<file path="src/rtl/alu_cmd_entry.sv">
// -----------------------------------------------------------------------------
// alu_cmd_entry
//   Front-end command entry for the board-level ALU. Synchronizes the slide
//   switches and both push buttons, debounces the buttons into one-cycle press
//   events, and walks a two-phase entry (operand, then one-hot opcode) before
//   presenting a stable command to the ALU with a valid/ready handshake.
//
// Ports
//   clk        in   1   system clock, rising edge
//   rst_n      in   1   asynchronous active-low reset
//   sw         in  10   raw slide switches (asynchronous)
//   btn_enter  in   1   raw enter button, active high, bouncy
//   btn_clear  in   1   raw clear button, active high, bouncy
//   cmd_ready  in   1   ALU accepts the presented command
//   operand    out 10   registered operand, [9:5] = X, [4:0] = Y
//   opcode     out  6   registered one-hot opcode
//   cmd_valid  out  1   command presented (registered)
//   phase      out  2   FSM state encoding for LEDs
//   err        out  1   one-cycle pulse on a rejected opcode
// -----------------------------------------------------------------------------
module alu_cmd_entry #(
    parameter int DEBOUNCE_CYCLES = 16,
    parameter int CNT_W           = 20
) (
    input  logic       clk,
    input  logic       rst_n,
    input  logic [9:0] sw,
    input  logic       btn_enter,
    input  logic       btn_clear,
    input  logic       cmd_ready,
    output logic [9:0] operand,
    output logic [5:0] opcode,
    output logic       cmd_valid,
    output logic [1:0] phase,
    output logic       err
);

    typedef enum logic [1:0] {
        ENTER_OPND = 2'd0,
        ENTER_OPC  = 2'd1,
        ISSUE      = 2'd2,
        HOLD       = 2'd3
    } state_t;

    localparam logic [CNT_W-1:0] DEB_MAX = CNT_W'(DEBOUNCE_CYCLES);
    localparam logic [CNT_W-1:0] CNT_ONE = {{(CNT_W-1){1'b0}}, 1'b1};

    // Index 0 = enter, index 1 = clear.
    localparam int BTN_ENTER = 0;
    localparam int BTN_CLEAR = 1;

    // True when exactly one bit of a 6-bit opcode field is set.
    function automatic logic is_onehot6(input logic [5:0] v);
        return (v != 6'd0) && ((v & (v - 6'd1)) == 6'd0);
    endfunction

    logic [9:0]       sw_meta_r;
    logic [9:0]       sw_sync_r;
    logic [1:0]       btn_meta_r;
    logic [1:0]       btn_sync_r;
    logic [1:0]       deb_r;
    logic [1:0]       deb_d_r;
    logic [1:0]       ev_r;
    logic [CNT_W-1:0] cnt_r [0:1];

    state_t state_r;
    state_t next_s;
    logic   cap_opnd_s;
    logic   cap_opc_s;
    logic   err_s;
    logic   clr_s;

    // Two-flop synchronizers for the switches and both buttons.
    always_ff @(posedge clk or negedge rst_n) begin
        if (!rst_n) begin
            sw_meta_r  <= 10'd0;
            sw_sync_r  <= 10'd0;
            btn_meta_r <= 2'b00;
            btn_sync_r <= 2'b00;
        end else begin
            sw_meta_r  <= sw;
            sw_sync_r  <= sw_meta_r;
            btn_meta_r <= {btn_clear, btn_enter};
            btn_sync_r <= btn_meta_r;
        end
    end

    // Per-button debounce counter, debounced level and registered press pulse.
    // The level flips on the sample where the mismatch count has already hit
    // DEBOUNCE_CYCLES; the pulse is the registered rising edge of that level.
    always_ff @(posedge clk or negedge rst_n) begin
        if (!rst_n) begin
            deb_r   <= 2'b00;
            deb_d_r <= 2'b00;
            ev_r    <= 2'b00;
            for (int i = 0; i < 2; i++) begin
                cnt_r[i] <= '0;
            end
        end else begin
            for (int i = 0; i < 2; i++) begin
                if (btn_sync_r[i] != deb_r[i]) begin
                    if (cnt_r[i] == DEB_MAX) begin
                        deb_r[i] <= btn_sync_r[i];
                        cnt_r[i] <= '0;
                    end else begin
                        cnt_r[i] <= cnt_r[i] + CNT_ONE;
                    end
                end else begin
                    cnt_r[i] <= '0;
                end
                deb_d_r[i] <= deb_r[i];
                ev_r[i]    <= deb_r[i] & ~deb_d_r[i];
            end
        end
    end

    // Next-state and capture decisions; clear overrides any enter event.
    always_comb begin
        next_s     = state_r;
        cap_opnd_s = 1'b0;
        cap_opc_s  = 1'b0;
        err_s      = 1'b0;
        clr_s      = ev_r[BTN_CLEAR];
        if (clr_s) begin
            next_s = ENTER_OPND;
        end else begin
            case (state_r)
                ENTER_OPND: begin
                    if (ev_r[BTN_ENTER]) begin
                        cap_opnd_s = 1'b1;
                        next_s     = ENTER_OPC;
                    end else begin
                        next_s = ENTER_OPND;
                    end
                end
                ENTER_OPC: begin
                    if (ev_r[BTN_ENTER]) begin
                        if (is_onehot6(sw_sync_r[5:0])) begin
                            cap_opc_s = 1'b1;
                            next_s    = ISSUE;
                        end else begin
                            err_s  = 1'b1;
                            next_s = ENTER_OPC;
                        end
                    end else begin
                        next_s = ENTER_OPC;
                    end
                end
                ISSUE: begin
                    // Enter presses are ignored until the ALU takes the command.
                    if (cmd_valid && cmd_ready) begin
                        next_s = HOLD;
                    end else begin
                        next_s = ISSUE;
                    end
                end
                HOLD: begin
                    // This press only rearms entry; it captures nothing.
                    if (ev_r[BTN_ENTER]) begin
                        next_s = ENTER_OPND;
                    end else begin
                        next_s = HOLD;
                    end
                end
                default: begin
                    next_s = ENTER_OPND;
                end
            endcase
        end
    end

    // State register and registered command outputs.
    always_ff @(posedge clk or negedge rst_n) begin
        if (!rst_n) begin
            state_r   <= ENTER_OPND;
            operand   <= 10'd0;
            opcode    <= 6'd0;
            cmd_valid <= 1'b0;
            err       <= 1'b0;
        end else begin
            state_r   <= next_s;
            cmd_valid <= (next_s == ISSUE);
            err       <= err_s;
            if (clr_s) begin
                operand <= 10'd0;
                opcode  <= 6'd0;
            end else begin
                if (cap_opnd_s) begin
                    operand <= sw_sync_r;
                end else begin
                    operand <= operand;
                end
                if (cap_opc_s) begin
                    opcode <= sw_sync_r[5:0];
                end else begin
                    opcode <= opcode;
                end
            end
        end
    end

    assign phase = state_r;

endmodule

</file>
<file path="config.mk">
export PLATFORM = sky130hd
export DESIGN_NAME = alu_cmd_entry
export DESIGN_NICKNAME = d
export VERILOG_FILES = /design/src/rtl/alu_cmd_entry.sv
export SDC_FILE = /design/constraint.sdc
export NUM_CORES = 1
export LEC_CHECK = 0
export CORE_MARGIN = 2
export CORE_UTILIZATION = 40
export CTS_CLUSTER_SIZE = 14
export DETAILED_ROUTE_END_ITERATION = 10
export HOLD_SLACK_MARGIN = 0.12
export PLACE_DENSITY_LB_ADDON = 0.2
export SKIP_LAST_GASP = 1
export SLEW_MARGIN = 20
export SYNTH_ARGS = -nofsm -noshare
export SYNTH_HDL_FRONTEND = slang
export SYNTH_SLANG_ARGS = --single-unit
</file>
<file path="constraint.sdc">
create_clock -name clk -period 1.47 [get_ports clk]
set_input_delay 0.294 -clock clk [delete_from_list [all_inputs] [get_ports clk]]
set_output_delay 0.294 -clock clk [all_outputs]
set_load 0.05 [all_outputs]
</file>
==> flow_metrics.env, run 1 <==
export IMPL_antenna_cells_inserted=0
export IMPL_die_x_um=101
export IMPL_synth_top_family_by_area="simple AND/OR/NAND/NOR gates"
export IMPL_timing_final_max_slew_violations=0
export IMPL_finish_utilization=0.615
export IMPL_path_clk_slew_ns=0.09
export IMPL_synthCells=322
export IMPL_critical_path_endpoint_type="flop"
export IMPL_finalHoldViolations=0
export IMPL_layout_commonest_cell="sky130_fd_sc_hd__dfrtp_1"
export IMPL_critical_setup_path_class="flop to flop"
export IMPL_grt_first_pass_wirelength_um=13200
export IMPL_dp_hpwl_um=5280
export IMPL_first_iter_violations=109
export IMPL_placementRows=35
export IMPL_cts_bufs_inserted=9
export IMPL_asyncSetResetFlopFracSynth=1.00
export IMPL_outcome="complete, but fails checks"
export IMPL_io_pins=35
export IMPL_syn_mean_instance_area_um2=11.6
export IMPL_internal_power_w=0.00350
export IMPL_layout_cells_most_common_list="sky130_fd_sc_hd__dfrtp_1, sky130_fd_sc_hd__buf_4, sky130_fd_sc_hd__nor2_1"
export IMPL_tritoncts="yes"
export IMPL_postSynthRegisterBits=90
export IMPL_max_freq_mhz=620
export IMPL_fin_worst_skew_ns=0.0126
export IMPL_pwr_density_cell_mw_per_mm2=822
export IMPL_ctsLongestPathBuffers=2
export IMPL_layout_nets=460
export IMPL_leakage_power_of_the_design_nw=2.46
export IMPL_setup_repair_after_global_routing_missed_its_margin="yes"
export IMPL_finalCritPeriodShare=1.10
export IMPL_worst_endpoint_required_time_ns=1.71
export IMPL_drive_gt1_frac=0.433
export IMPL_worstHoldPathType="flop to flop"
export IMPL_start_util=0.409
export IMPL_drv_max_cap_violation_count=0
export IMPL_cts_htree_levels=3
export IMPL_synth_compound_area_frac=0.0749
export IMPL_synth_cell_area_mm2=0.00374
export IMPL_clock_latency_ns=0.36
export IMPL_drtAntennaViolNets=0
export IMPL_final_setup_viol_count=50
export IMPL_power_switching_w=0.00113
export IMPL_global_route_overflow_total=0
export IMPL_placeableCoreArea_mm2=0.00915
export IMPL_vias=2770
export IMPL_tightestPinTransition_ns=0.535
export IMPL_fin_tns_setup_ns=-3.52
export IMPL_met2_usage=0.264
export IMPL_gr_usage_met1=0.234
export IMPL_die_y_um=101
export IMPL_clk_root_buffer_cell="sky130_fd_sc_hd__clkbuf_8"
export IMPL_cts_num_sinks=90
export IMPL_dp_cells=526
export IMPL_worst_ep_arrival_time_ns=1.85
export IMPL_gp_routability_congestion=0.810
export IMPL_startpoint_type="flop"
export IMPL_gr_usage_met3=0.0250
export IMPL_largest_net_degree_at_the_start_of_global_routing=28
export IMPL_busiest_layer="met2"
export IMPL_synth_simple_area_share=0.183
export IMPL_grt_pass1_vias=2749
export IMPL_totalWireLength_um=7950
export IMPL_worst_hold_startpoint="btn_meta_r[0]"
export IMPL_seqPwrFrac=0.553
export IMPL_drt_drc_violations_left=0
export IMPL_seq_area_frac_synth=0.602
export IMPL_clock_power_share=0.378
export IMPL_layout_setup_ws_ns=-0.142
export IMPL_fp_dieArea_mm2=0.0101
export IMPL_layout_cells_non_filler=557
export IMPL_period_minus_slack_ns=1.61
export IMPL_wl_per_instance_um=14.3
export IMPL_startpoint="cnt_r[6]"
export IMPL_slew_limit_headroom=0.644
export IMPL_antenna_violations_before_repair=0
export IMPL_yosys_most_used_dff="sky130_fd_sc_hd__dfrtp_1"
export IMPL_peakVddDrop_uv=759
export IMPL_worst_hold_slack_ns=0.346
export IMPL_synthAdderAreaFrac=0.0134
export IMPL_violations="setup timing"
export IMPL_power_frac_comb=0.069
export IMPL_drtPass1Iterations=4
export IMPL_grtUsageTotal=0.166
export IMPL_power_switching_share=0.244
export IMPL_report_power_total_w=0.00463
export IMPL_synth_xor_area_frac=0.0912
export IMPL_synth_edf_count=0
export IMPL_critical_path_reg2reg_startpoint="cnt_r[6]"
export IMPL_ys_warn_count=0
export IMPL_drt_via_density=4.97
export IMPL_synth_distinct_cells=43
export IMPL_synth_area_mux_share=0.00602
export IMPL_placement_io_buffers=34
export IMPL_syn2layout_area_growth_pct=50.4
export IMPL_crit_path_max_fanout=5
export IMPL_syn_nets=341
[cells in the mapped netlist, types with 2 or more instances]
| library cell | instances | area (um2) |
|---|---|---|
| sky130_fd_sc_hd__a21bo_1 | 2 | 20.0 |
| sky130_fd_sc_hd__a21bo_2 | 3 | 30.0 |
| sky130_fd_sc_hd__a21oi_1 | 4 | 20.0 |
| sky130_fd_sc_hd__a21oi_2 | 2 | 17.5 |
| sky130_fd_sc_hd__a22o_1 | 9 | 78.8 |
| sky130_fd_sc_hd__a31oi_1 | 2 | 12.5 |
| sky130_fd_sc_hd__and3_1 | 4 | 25.0 |
| sky130_fd_sc_hd__and4_1 | 3 | 26.3 |
| sky130_fd_sc_hd__buf_2 | 3 | 15.0 |
| sky130_fd_sc_hd__buf_4 | 2 | 15.0 |
| sky130_fd_sc_hd__buf_6 | 3 | 33.8 |
| sky130_fd_sc_hd__dfrtp_1 | 90 | 2250 |
| sky130_fd_sc_hd__ha_1 | 4 | 50.1 |
| sky130_fd_sc_hd__inv_1 | 10 | 37.5 |
| sky130_fd_sc_hd__mux2_2 | 2 | 22.5 |
| sky130_fd_sc_hd__nand2_1 | 15 | 56.3 |
| sky130_fd_sc_hd__nand2b_1 | 2 | 12.5 |
| sky130_fd_sc_hd__nand3_1 | 21 | 105 |
| sky130_fd_sc_hd__nand4_1 | 13 | 81.3 |
| sky130_fd_sc_hd__nor2_1 | 51 | 191 |
| sky130_fd_sc_hd__nor2b_1 | 4 | 25.0 |
| sky130_fd_sc_hd__nor3_1 | 3 | 15.0 |
| sky130_fd_sc_hd__nor4_1 | 7 | 43.8 |
| sky130_fd_sc_hd__nor4b_1 | 2 | 17.5 |
| sky130_fd_sc_hd__o211ai_1 | 2 | 15.0 |
| sky130_fd_sc_hd__o21a_1 | 2 | 15.0 |
| sky130_fd_sc_hd__o21ai_0 | 4 | 20.0 |
| sky130_fd_sc_hd__xnor2_1 | 13 | 114 |
| sky130_fd_sc_hd__xor2_1 | 26 | 228 |
[power groups by stage]
stage,Sequential (W),Clock [W],Combinational [W]
2_1_floorplan,0.00261,0,0.0000757
5_1_grt,0.00257,0.00191,0.000355
3_3_place_gp,0.00260,0,0.000277
6_report,0.00256,0.00175,0.000319
4_1_cts,0.00256,0.00181,0.000292
3_5_place_dp,0.00260,0,0.000282
[final timing paths]
kind | end | slack, ns | cells after the start
min | btn_sync_r[0] | 0.35 | 0
max reg2reg | cnt_r[16] | -0.14 | 6
max | cnt_r[16] | -0.14 | 6
max in group asynchronous | cnt_r[11] | 0.55 | 3
min reg2reg | btn_sync_r[0] | 0.35 | 0
min in group asynchronous | sw_meta_r[2] | 0.39 | 2
[critical path: stages (launching register included)]
cell and delay, ns:
sky130_fd_sc_hd__dfrtp_1 0.45, sky130_fd_sc_hd__nand4_1 0.22, sky130_fd_sc_hd__nor3_2 0.23, sky130_fd_sc_hd__buf_4 0.19, sky130_fd_sc_hd__nand4_1 0.12, sky130_fd_sc_hd__xor2_1 0.22
sky130_fd_sc_hd__nor2_1 0.08
[final cells by class]
class                           count  area [um2]
Fill cell                         715        3520
Timing Repair Buffer              117        1250
Tap cell                          111         139
Sequential cell                    90        2260
Clock inverter                      7        85.1
Inverter                           10        37.5
Multi-Input combinational cell    213        1740
Clock buffer                        9         124
[registers in the layout, indices dropped and copies added (netlist names)]
name and cells:
phase 2, deb_d_r 2, sw_sync_r 10, ev_r 2
operand 10, cnt_r 40, deb_r 2, cmd_valid 1
sw_meta_r 10, btn_sync_r 2, btn_meta_r 2, opcode 6
err 1
[routing by layer]
| metal | vias to the layer above | routed length (um) |
|---|---|---|
| met5 | - | 0 |
| met4 | 0 | 125 |
| met3 | 13 | 178 |
| met2 | 36 | 4010 |
| met1 | 1378 | 3640 |
| li1 | 1343 | - |
[metrics by stage]
stage / cell area (um2) / setup WS, ns
floorplan: 3790 / -0.00430
global placement: 4950 / -0.0956
detailed placement: 4950 / -0.104
CTS: 5290 / -0.113
global route: 5630 / -0.244
finish: 5630 / -0.142
[what timing repair did]
item | CTS | global route
hold buffers | 1 | 0
endpoints found under the hold margin | 21 | 0
endpoints found under the setup margin | 61 | 54
buffers inserted | 5 | 10
pin swaps | 8 | 32
gates resized for setup | 18 | 65
[cell families after synthesis]
kind of cell / after synthesis
flops: 90
simple gates: 133
fa+ha+maj: 4
mux: 2
xor+xnor: 39
compound gates: 35
buf+inv: 19
(Power assumes the default switching activity.)
==> run 2, diff against run 1 <==
Settings changed: CTS_BUF_LIST set to sky130_fd_sc_hd__clkbuf_8, SETUP_SLACK_MARGIN set to 0.05.
==> run 2 against run 1 <==
  * The run still ends with setup timing left
  * Global-route usage is 0.20 points lower
  * Critical path depth is the same
  * Flip-flop and latch count unchanged
  * Largest cell class unchanged
  * Combinational power is 8.2% lower
  * Register-to-register slack better by 0.05 ns
  * Maximum frequency grew 3.3%
  * Clock power is 8% lower
  * First-iteration DRC count shrank 37%
  * Worst hold slack improved by 0.010 ns
  * Clock skew decreased by 0.0014 ns
==> flow_metrics.env, run 2 (synthesis gave the netlist of run 1 again) <==
export IMPL_final_area_mm2=0.00550
export IMPL_crit_path_max_fanout=6
export IMPL_placeableCoreArea_mm2=0.00915
export IMPL_worstHoldPathType="flop to flop"
export IMPL_critical_path_endpoint_type="flop"
export IMPL_slowest_stage_cell_crit_path="sky130_fd_sc_hd__dfrtp_2"
export IMPL_die_y_um=101
export IMPL_cts_num_sinks=90
export IMPL_grt_pass1_vias=2883
export IMPL_layout_commonest_cell="sky130_fd_sc_hd__dfrtp_1"
export IMPL_cts_htree_levels=3
export IMPL_worst_ep_arrival_time_ns=1.81
export IMPL_peakVddDrop_uv=435
export IMPL_layout_setup_ws_ns=-0.0907
export IMPL_max_freq_mhz=641
export IMPL_dp_hpwl_um=5080
export IMPL_drtPass1Iterations=4
export IMPL_vias=2726
export IMPL_period_minus_slack_ns=1.56
export IMPL_holdPathStages=0
export IMPL_tritoncts="yes"
export IMPL_fin_tns_setup_ns=-2.50
export IMPL_leakage_power_of_the_design_nw=2.43
export IMPL_report_power_total_w=0.00446
export IMPL_drt_drc_violations_left=0
export IMPL_violations="setup timing"
export IMPL_layout_nets=456
export IMPL_cp_cell_sequence="xor2_1, o21a_1, o2111ai_2, buf_6, a21bo_1, a21oi_2"
export IMPL_tightestPinTransition_ns=0.317
export IMPL_final_setup_viol_count=52
export IMPL_die_x_um=101
export IMPL_drt_via_density=4.93
export IMPL_largest_net_degree_at_the_start_of_global_routing=60
export IMPL_ff2ff_path_depth=6
export IMPL_cts_bufs_inserted=9
export IMPL_grtUsageTotal=0.165
export IMPL_finalHoldViolations=0
export IMPL_gp_routability_congestion=0.721
export IMPL_drive_gt1_frac=0.400
export IMPL_startpoint_type="flop"
export IMPL_finalCritPeriodShare=1.06
export IMPL_antenna_cells_inserted=0
export IMPL_start_util=0.409
export IMPL_worst_endpoint_required_time_ns=1.72
export IMPL_drv_max_cap_violation_count=0
export IMPL_pre_cts_slack_ns=-0.153
export IMPL_critical_setup_path_class="flop to flop"
export IMPL_fin_worst_skew_ns=0.0112
export IMPL_layout_cells_most_common_list="sky130_fd_sc_hd__dfrtp_1, sky130_fd_sc_hd__buf_4, sky130_fd_sc_hd__nor2_1"
export IMPL_grt_first_pass_wirelength_um=13200
export IMPL_slowest_delay_ns=0.49
export IMPL_first_iter_violations=69
export IMPL_max_flop_register="cnt_r"
export IMPL_timing_final_max_slew_violations=0
export IMPL_syn2layout_area_growth_pct=46.8
export IMPL_fillCellCount=747
export IMPL_clock_latency_ns=0.35
export IMPL_placementRows=35
export IMPL_fp_dieArea_mm2=0.0101
export IMPL_path_clk_slew_ns=0.10
export IMPL_io_pins=35
export IMPL_placement_io_buffers=34
export IMPL_outcome="complete, but fails checks"
export IMPL_largest_reg_flops=40
export IMPL_wl_per_instance_um=13.8
export IMPL_slew_limit_headroom=0.789
export IMPL_setup_repair_after_global_routing_missed_its_margin="yes"
export IMPL_totalWireLength_um=7640
export IMPL_drtAntennaViolNets=0
export IMPL_dpl_instance_area_mm2=0.00489
export IMPL_ctsLongestPathBuffers=2
export IMPL_clk_root_buffer_cell="sky130_fd_sc_hd__clkbuf_8"
export IMPL_pwr_density_cell_mw_per_mm2=812
export IMPL_antenna_violations_before_repair=0
export IMPL_global_route_overflow_total=0
==> run 2: cell types whose count changed in the layout (fill, tap and decap cells not counted), moves of 3 or more <==
| cell | previous run | this run |
|---|---|---|
| sky130_fd_sc_hd__nor2_4 | 12 | 8 |
| sky130_fd_sc_hd__xor2_2 | 4 | 0 |
| sky130_fd_sc_hd__a21oi_1 | 0 | 3 |
| sky130_fd_sc_hd__xor2_1 | 22 | 26 |
| sky130_fd_sc_hd__a21oi_2 | 6 | 3 |
==> run 2: through the flow <==
stage | hold slack, ns | instances | utilization
2_1_floorplan | -0.00159 | 322 | -
3_3_place_gp | 0.273 | 517 | 0.534
3_5_place_dp | 0.273 | 517 | 0.534
4_1_cts | 0.347 | 551 | 0.582
5_1_grt | 0.339 | 553 | 0.600
6_report | 0.356 | 553 | 0.600
==> run 2: routing by layer <==
layer | GRT usage | part of all wire
met1 | 0.213 | 0.48
met3 | 0.0326 | 0.020
met5 | 0 | 0
met2 | 0.275 | 0.49
met4 | 0.0601 | 0.0077
==> run 2: final timing paths <==
check / start / endpoint / slack (ns)
setup / recovery: sw_sync_r[5] / opcode[3] / -0.09
hold / removal: sw_meta_r[3] / sw_sync_r[3] / 0.36
setup reg to reg: sw_sync_r[5] / opcode[3] / -0.09
hold reg to reg: sw_meta_r[3] / sw_sync_r[3] / 0.36
max in group asynchronous: rst_n / cnt_r[28] / 0.71
min in group asynchronous: rst_n / operand[7] / 0.43
==> run 2: report_power, final <==
group | internal, W | switching (W) | total [W]
clock network | 0.000660 | 0.000948 | 0.00161
registers | 0.00252 | 0.0000380 | 0.00256
logic | 0.000141 | 0.000152 | 0.000293
==> run 2: worst max-delay path, delay by kind of cell, from the launching register on <==
| family | cells | cell delay, ns |
|---|---|---|
| flip-flops | 1 | 0.49 |
| XOR/XNOR | 1 | 0.18 |
| buffers and inverters | 1 | 0.19 |
| AO/OA/AOI/OAI | 4 | 0.60 |
==> run 2: final cells by class <==
cell class / count / area (um2) / share of cell area
Inverter: 10 / 37.5 / 0.00683
Sequential cell: 90 / 2260 / 0.412
Timing Repair Buffer: 113 / 1200 / 0.219
Tap cell: 111 / 139 / 0.0253
Clock inverter: 7 / 65.1 / 0.0118
Clock buffer: 9 / 124 / 0.0225
Multi-Input combinational cell: 213 / 1670 / 0.303
==> run 2: timing repair <==
item	in CTS	in global routing
hold endpoints to repair	90	0
setup endpoints to repair	54	54
pin swaps	28	16
buffers inserted	16	2
hold buffers	1	0
gates cloned	1	0
resized for setup	30	36
==> run 3, diff against run 2 <==
Settings changed: ABC_CLOCK_PERIOD_IN_PS set to 1470.
==> results of run 3 <==
Final layout, timing and power as in run 2 (identical DEF).
==> edit 1 (flow settings as in run 3) <==
Change the parameter `CNT_W` from 20 to 10.
--- a/src/rtl/alu_cmd_entry.sv
+++ b/src/rtl/alu_cmd_entry.sv
@@ -22,3 +22,3 @@
     parameter int DEBOUNCE_CYCLES = 16,
-    parameter int CNT_W           = 20
+    parameter int CNT_W           = 10
 ) (
Formal check against the unedited RTL: no difference found for any inputs over 10 cycles, from zero or initial values and one cycle with rst_n low; that may be too few to reach the edited logic, so the function may still have changed.
==> edit 1 against run 3 <==
- the run still ends with negative setup slack left
- area after synthesis fell by 29%
- power decreased by 11%
- worst setup slack worse by 380 ps
- sequential cell count down 20
- routed wire length is 30% lower
- design area decreased by 29%
- synthesized cell count decreased by 35%
- largest cell class unchanged
==> edit 1: results (changes against run 3) <==
[status]
outcome=finished with violations
violations=negative setup slack

[power]
p_leak_nw=1.76  ; -27%
ir_drop_mv=0.525  ; +21%

[critical_path]
r2r_cells=5  ; -1
cp.arrival_ps=2220  ; +410 ps

[timing]
hold_ws_ps=339  ; -17.1 ps
worst_pin_slew_ps=386  ; +68.9 ps
setup_tns_ps=-3740  ; -1240 ps
setup_violations=10  ; -81%
layout_setup_ws_ps=-475  ; -384 ps
skew_ps=12.1  ; +0.968 ps

[grt]
track_usage_pct=16.2  ; -0.27 points
grt_max_degree=31  ; -48%
grt_pass1_wl_mm=9.00  ; -32%
grt_pass1_vias=1818  ; -37%

[logic_synthesis]
yosys-top-cells-area=dfrtp_1 (66%), xor2_1 (4.3%), a22o_1 (3.0%)
synth_cell_types=39  ; -9.3%
yosysWarnings=0  ; unchanged
syn-instance-count=208  ; -35%
async_reset_ff_share_pct=100  ; unchanged
synth_commonest_cells=dfrtp_1 (70), nor2_1 (21), nand3_1 (14)
seq_area_frac_synth_pct=65.6  ; +5.5 points
syn-num-nets=227  ; -33%
synth_top_flop_cell=dfrtp_1

[route]
wire_per_inst_um=14.8  ; +7.1%
viasPerCell=4.98  ; +0.93%
first_iter_violations=55  ; -20%
dr.pass1.iters=4  ; unchanged

[final_layout]
final_cells=362  ; -35%
largest_register_ffs=20  ; -50%
top_register=cnt_r
drive_above_1_share_pct=36.1  ; -3.9 points
nFillCells=487  ; -35%
n_antenna_cell=0  ; unchanged
num-nets-final=299  ; -34%

[place]
place_ws_ps=-476  ; -322 ps
placed_area_um2=3460  ; -29%
gp_congestion=0.783  ; +8.6%
dp_hpwl_mm=3.42  ; -33%
portBuffers=34  ; unchanged
dp.cells=334  ; -35%

[clock_tree]
clk_path_buf_depth=2  ; unchanged
clk_pin_slew_worst_paths_ps=80  ; -20 ps
clock-root-buffer=clkbuf_8

edit 1: cell types whose count changed after synthesis, moves of 3 or more:
cell     before  now
a21oi_1       4    7
buf_2         3    0
dfrtp_1      90   70
inv_1        10    5
nand2_1      15   10
nand3_1      21   14
nand4_1      13    0
nor2_1       51   21
nor4_1        7    0
o21ai_0       4    1
xnor2_1      13    6
xor2_1       26   13
edit 1: report_power, final:
part / total [mW] / leakage, nW / switching [mW] / internal, mW
logic: 0.202 / 0.725 / 0.0985 / 0.104
clock network: 1.78 / 0.124 / 0.689 / 1.09
registers: 2.01 / 0.912 / 0.0342 / 1.97
total: 3.99 / 1.76 / 0.822 / 3.16
edit 1: worst max-delay path, stage by stage (launching register included):
cell and delay [ps]:
dfrtp_1 400, or4_4 560, or3_4 420, and2_4 200, a21bo_4 210, a21oi_2 100
edit 1: final cells by class:
| class | instances | area [µm²] | area share, % |
|---|---|---|---|
| Clock buffer | 12 | 165 | 4.21 |
| Clock inverter | 4 | 68.8 | 1.75 |
| Inverter | 5 | 18.8 | 0.478 |
| Multi-Input combinational cell | 130 | 1010 | 25.7 |
| Sequential cell | 70 | 1760 | 44.8 |
| Tap cell | 77 | 96.3 | 2.45 |
| Timing Repair Buffer | 64 | 811 | 20.7 |
edit 1: cells by family after synthesis:
group	after synthesis	synth area share (%)
adders and majority gates	4	1.88
buffers and inverters	9	1.83
DFF	70	65.6
xor gates and xnor gates	19	6.24
AOI/OAI and AO/OA	31	9.00
muxes	2	0.844
and+or+nand+nor	73	14.6
edit 1: worst paths after layout:
kind                                   startpoint                endpoint
min reg2reg                sw_meta_r[3]$_DFF_PN0_  sw_sync_r[3]$_DFF_PN0_
max                        sw_sync_r[5]$_DFF_PN0_   opcode[3]$_DFFE_PN0P_
min                        sw_meta_r[3]$_DFF_PN0_  sw_sync_r[3]$_DFF_PN0_
max in group asynchronous                   rst_n     cnt_r[10]$_DFF_PN0_
max reg2reg                sw_sync_r[5]$_DFF_PN0_   opcode[3]$_DFFE_PN0P_
min in group asynchronous                   rst_n   opcode[5]$_DFFE_PN0P_
edit 1: what timing repair did:
action | 4_1_cts | 5_1_grt
gates cloned | 1 | 0
endpoints found under the hold margin | 13 | 0
setup endpoints to repair | 21 | 38
buffers inserted | 7 | 5
resized for setup | 20 | 18
pin swaps | 13 | 18
hold buffers | 1 | 0
edit 1: routing by layer:
metal / share of wire, % / track usage, % / wire length, µm
met1: 47 / 22.3 / 2520
met3: 3.3 / 4.23 / 179
met4: 2.4 / 8.23 / 129
met5: 0 / 0 / 0
met2: 47 / 23.8 / 2530
==> edit 2 (config.mk and constraints of run 3) <==
Made on the original files. Register the inputs `sw`, `btn_enter` and `btn_clear` before use, with the module's reset. The logic sees them one clock later. The other inputs are not delayed to match.
--- a/src/rtl/alu_cmd_entry.sv
+++ b/src/rtl/alu_cmd_entry.sv
@@ -51,2 +51,18 @@
 
+    logic [9:0] sw_q;
+    logic btn_enter_q;
+    logic btn_clear_q;
+
+    always_ff @(posedge clk or negedge rst_n) begin
+        if (!rst_n) begin
+            sw_q        <= '0;
+            btn_enter_q <= '0;
+            btn_clear_q <= '0;
+        end else begin
+            sw_q        <= sw;
+            btn_enter_q <= btn_enter;
+            btn_clear_q <= btn_clear;
+        end
+    end
+
     // True when exactly one bit of a 6-bit opcode field is set.
@@ -80,5 +96,5 @@
         end else begin
-            sw_meta_r  <= sw;
+            sw_meta_r  <= sw_q;
             sw_sync_r  <= sw_meta_r;
-            btn_meta_r <= {btn_clear, btn_enter};
+            btn_meta_r <= {btn_clear_q, btn_enter_q};
             btn_sync_r <= btn_meta_r;
Check against the original RTL: same outputs for any inputs over 10 cycles, from zero or initial values and one cycle with rst_n low; that may be too few to reach the edited logic, so the function may still have changed.
==> edit 2 against run 3 <==
- the run still ends with negative setup slack left
- routed wire length rose by 14%
- design area rose by 12%
- clock power rose by 21%
- synthesized cell count up 4.3%
- die area increased by 7.2%
- first-iteration DRC count up 57%
- sequential share of layout area increased by 0.68 points
- worst setup slack worse by 96 ps
- area after synthesis increased by 7.5%
- power is 17% higher
- via count up 6.6%
- sequential cell count up 12
- critical path depth shrank 1
- highest routed layer unchanged
==> edit 2: results (changes against run 3) <==
[clock_tree]
clk_path_buf_depth=2  ; unchanged
cts_max_level=3  ; unchanged
clk_pin_slew_worst_paths_ps=110
clock-root-buffer=clkbuf_8
clk_latency_ps=380  ; +30 ps
cts_buffers=9  ; unchanged

[timing]
hold_ws_ps=332  ; -24.1 ps
setup_violations=51  ; -1.9%
skew_ps=13.7  ; +2.54 ps
worst_pin_slew_ps=415  ; +97.6 ps
layout_setup_ws_ps=-186  ; -95.5 ps

[route]
first_iter_violations=108  ; +57%
dr.pass1.iters=4  ; unchanged
met3_length_um=314  ; +110%
wl_met2_mm=4.43  ; +17%
routed.top_layer=met4
via_count=2907  ; +6.6%
route.detailed.drc=0  ; unchanged
wire_per_inst_um=14.8  ; +6.9%
wl_met1_mm=3.86  ; +5.6%

[final_layout]
top_register=cnt_r
largest_register_ffs=40  ; unchanged
n_antenna_cell=0  ; unchanged
num-nets-final=472  ; +3.5%
drive_above_1_share_pct=45.9  ; +5.8 points

[power]
swShare_pct=25.4  ; -0.14 points
ir_drop_mv=0.470  ; +8.1%
p_leak_nw=2.68  ; +10%

[grt]
grt_pass1_wl_mm=14.4  ; +9.6%
grt_pass1_vias=2995  ; +3.9%
grt_max_degree=31  ; -48%
track_usage_pct=16.7  ; +0.30 points
grt_antenna_before_repair=0  ; unchanged

[logic_synthesis]
yosys-top-cells-area=dfrtp_1 (63%), xor2_1 (5.4%), nor2_1 (4.8%)
seq_area_frac_synth_pct=63.4  ; +3.3 points
syn-num-nets=355  ; +4.1%
synth_top_area_share_pct=63.4  ; +3.3 points
yosysWarnings=0  ; unchanged
synth_cell_types=41  ; -4.7%
synth_commonest_cells=dfrtp_1 (102), nor2_1 (52), xor2_1 (25)
async_reset_ff_share_pct=100  ; unchanged

[place]
dp_hpwl_mm=5.31  ; +4.6%
gp_congestion=0.816  ; +13%
portBuffers=34  ; unchanged

[worst_hold_path]
worstHoldPathType=in2reg

[critical_path]
cp.arrival_ps=1950  ; +140 ps
crit_fanout=6  ; unchanged

[status]
outcome=finished with violations
violations=negative setup slack

-- edit 2: worst paths after layout --
| check | cells after the start | endpoint | startpoint |
|---|---|---|---|
| max reg2reg | 5 | opcode[0]$_DFFE_PN0P_ | sw_sync_r[0]$_DFF_PN0_ |
| max | 5 | opcode[0]$_DFFE_PN0P_ | sw_sync_r[0]$_DFF_PN0_ |
| min in group asynchronous | 2 | err$_DFF_PN0_ | rst_n |
| min | 1 | sw_q[7]$_DFF_PN0_ | sw[7] |
| min reg2reg | 0 | sw_sync_r[1]$_DFF_PN0_ | sw_meta_r[1]$_DFF_PN0_ |
| max in group asynchronous | 3 | cnt_r[32]$_DFF_PN0_ | rst_n |
-- edit 2: metrics by stage --
| step | area (µm²) | cells | TNS, ps | setup slack, ps |
|---|---|---|---|---|
| 2_1_floorplan | 4060 | 336 | -590 | -153 |
| 3_3_place_gp | 5160 | 549 | -1820 | -99.3 |
| 3_5_place_dp | 5160 | 549 | -2650 | -168 |
| 4_1_cts | 5830 | 590 | -2470 | -158 |
| 5_1_grt | 6140 | 591 | -7650 | -326 |
| 6_report | 6140 | 591 | -3130 | -186 |
-- edit 2: what timing repair did --
action / 4_1_cts / 5_1_grt
endpoints found under the setup margin: 59 / 52
pin swaps: 41 / 46
endpoints found under the hold margin: 26 / 0
buffers inserted: 20 / 8
cloned: 4 / 0
gates resized for setup: 50 / 86
hold buffers: 1 / 0
-- edit 2: logic make-up (layout without fill, tap and decap cells) --
group                      Yosys count  count (layout)  share of synthesized area, %
AOI/OAI and AO/OA                   23              23                          4.45
xor gates and xnor gates            39              39                          8.49
buffers and inverters               16             138                          1.55
adders and majority gates            4               4                          1.24
and+or+nand+nor                    145             145                          19.1
muxes                                7               7                          1.80
DFF                                102             102                          63.4
-- edit 2: metal layers --
metal / global-route usage (%) / vias up
met1: 21.8 / 1470
met3: 4.64 / 11
met2: 26.9 / 50
met5: 0 / -
met4: 6.08 / 0
li1: - / 1376
-- edit 2: final cells by class --
type	count	area (µm²)
Clock buffer	9	124
Clock inverter	7	103
Fill cell	739	3640
Inverter	9	33.8
Multi-Input combinational cell	218	1910
Sequential cell	102	2570
Tap cell	133	166
Timing Repair Buffer	113	1230
-- edit 2: worst max-delay path: stages (launching register included) --
cell	delay [ps]
dfrtp_1	440
xor2_1	170
o21ai_1	70
o41a_1	380
a21oi_4	290
mux2i_1	220
-- edit 2: power groups by stage --
stage | registers, mW | logic [mW] | clock network (mW)
floorplan | 2.96 | 0.0706 | 0
global placement | 2.96 | 0.245 | 0
detailed placement | 2.97 | 0.250 | 0
CTS | 2.91 | 0.342 | 2.00
global route | 2.92 | 0.376 | 2.14
finish | 2.91 | 0.339 | 1.95
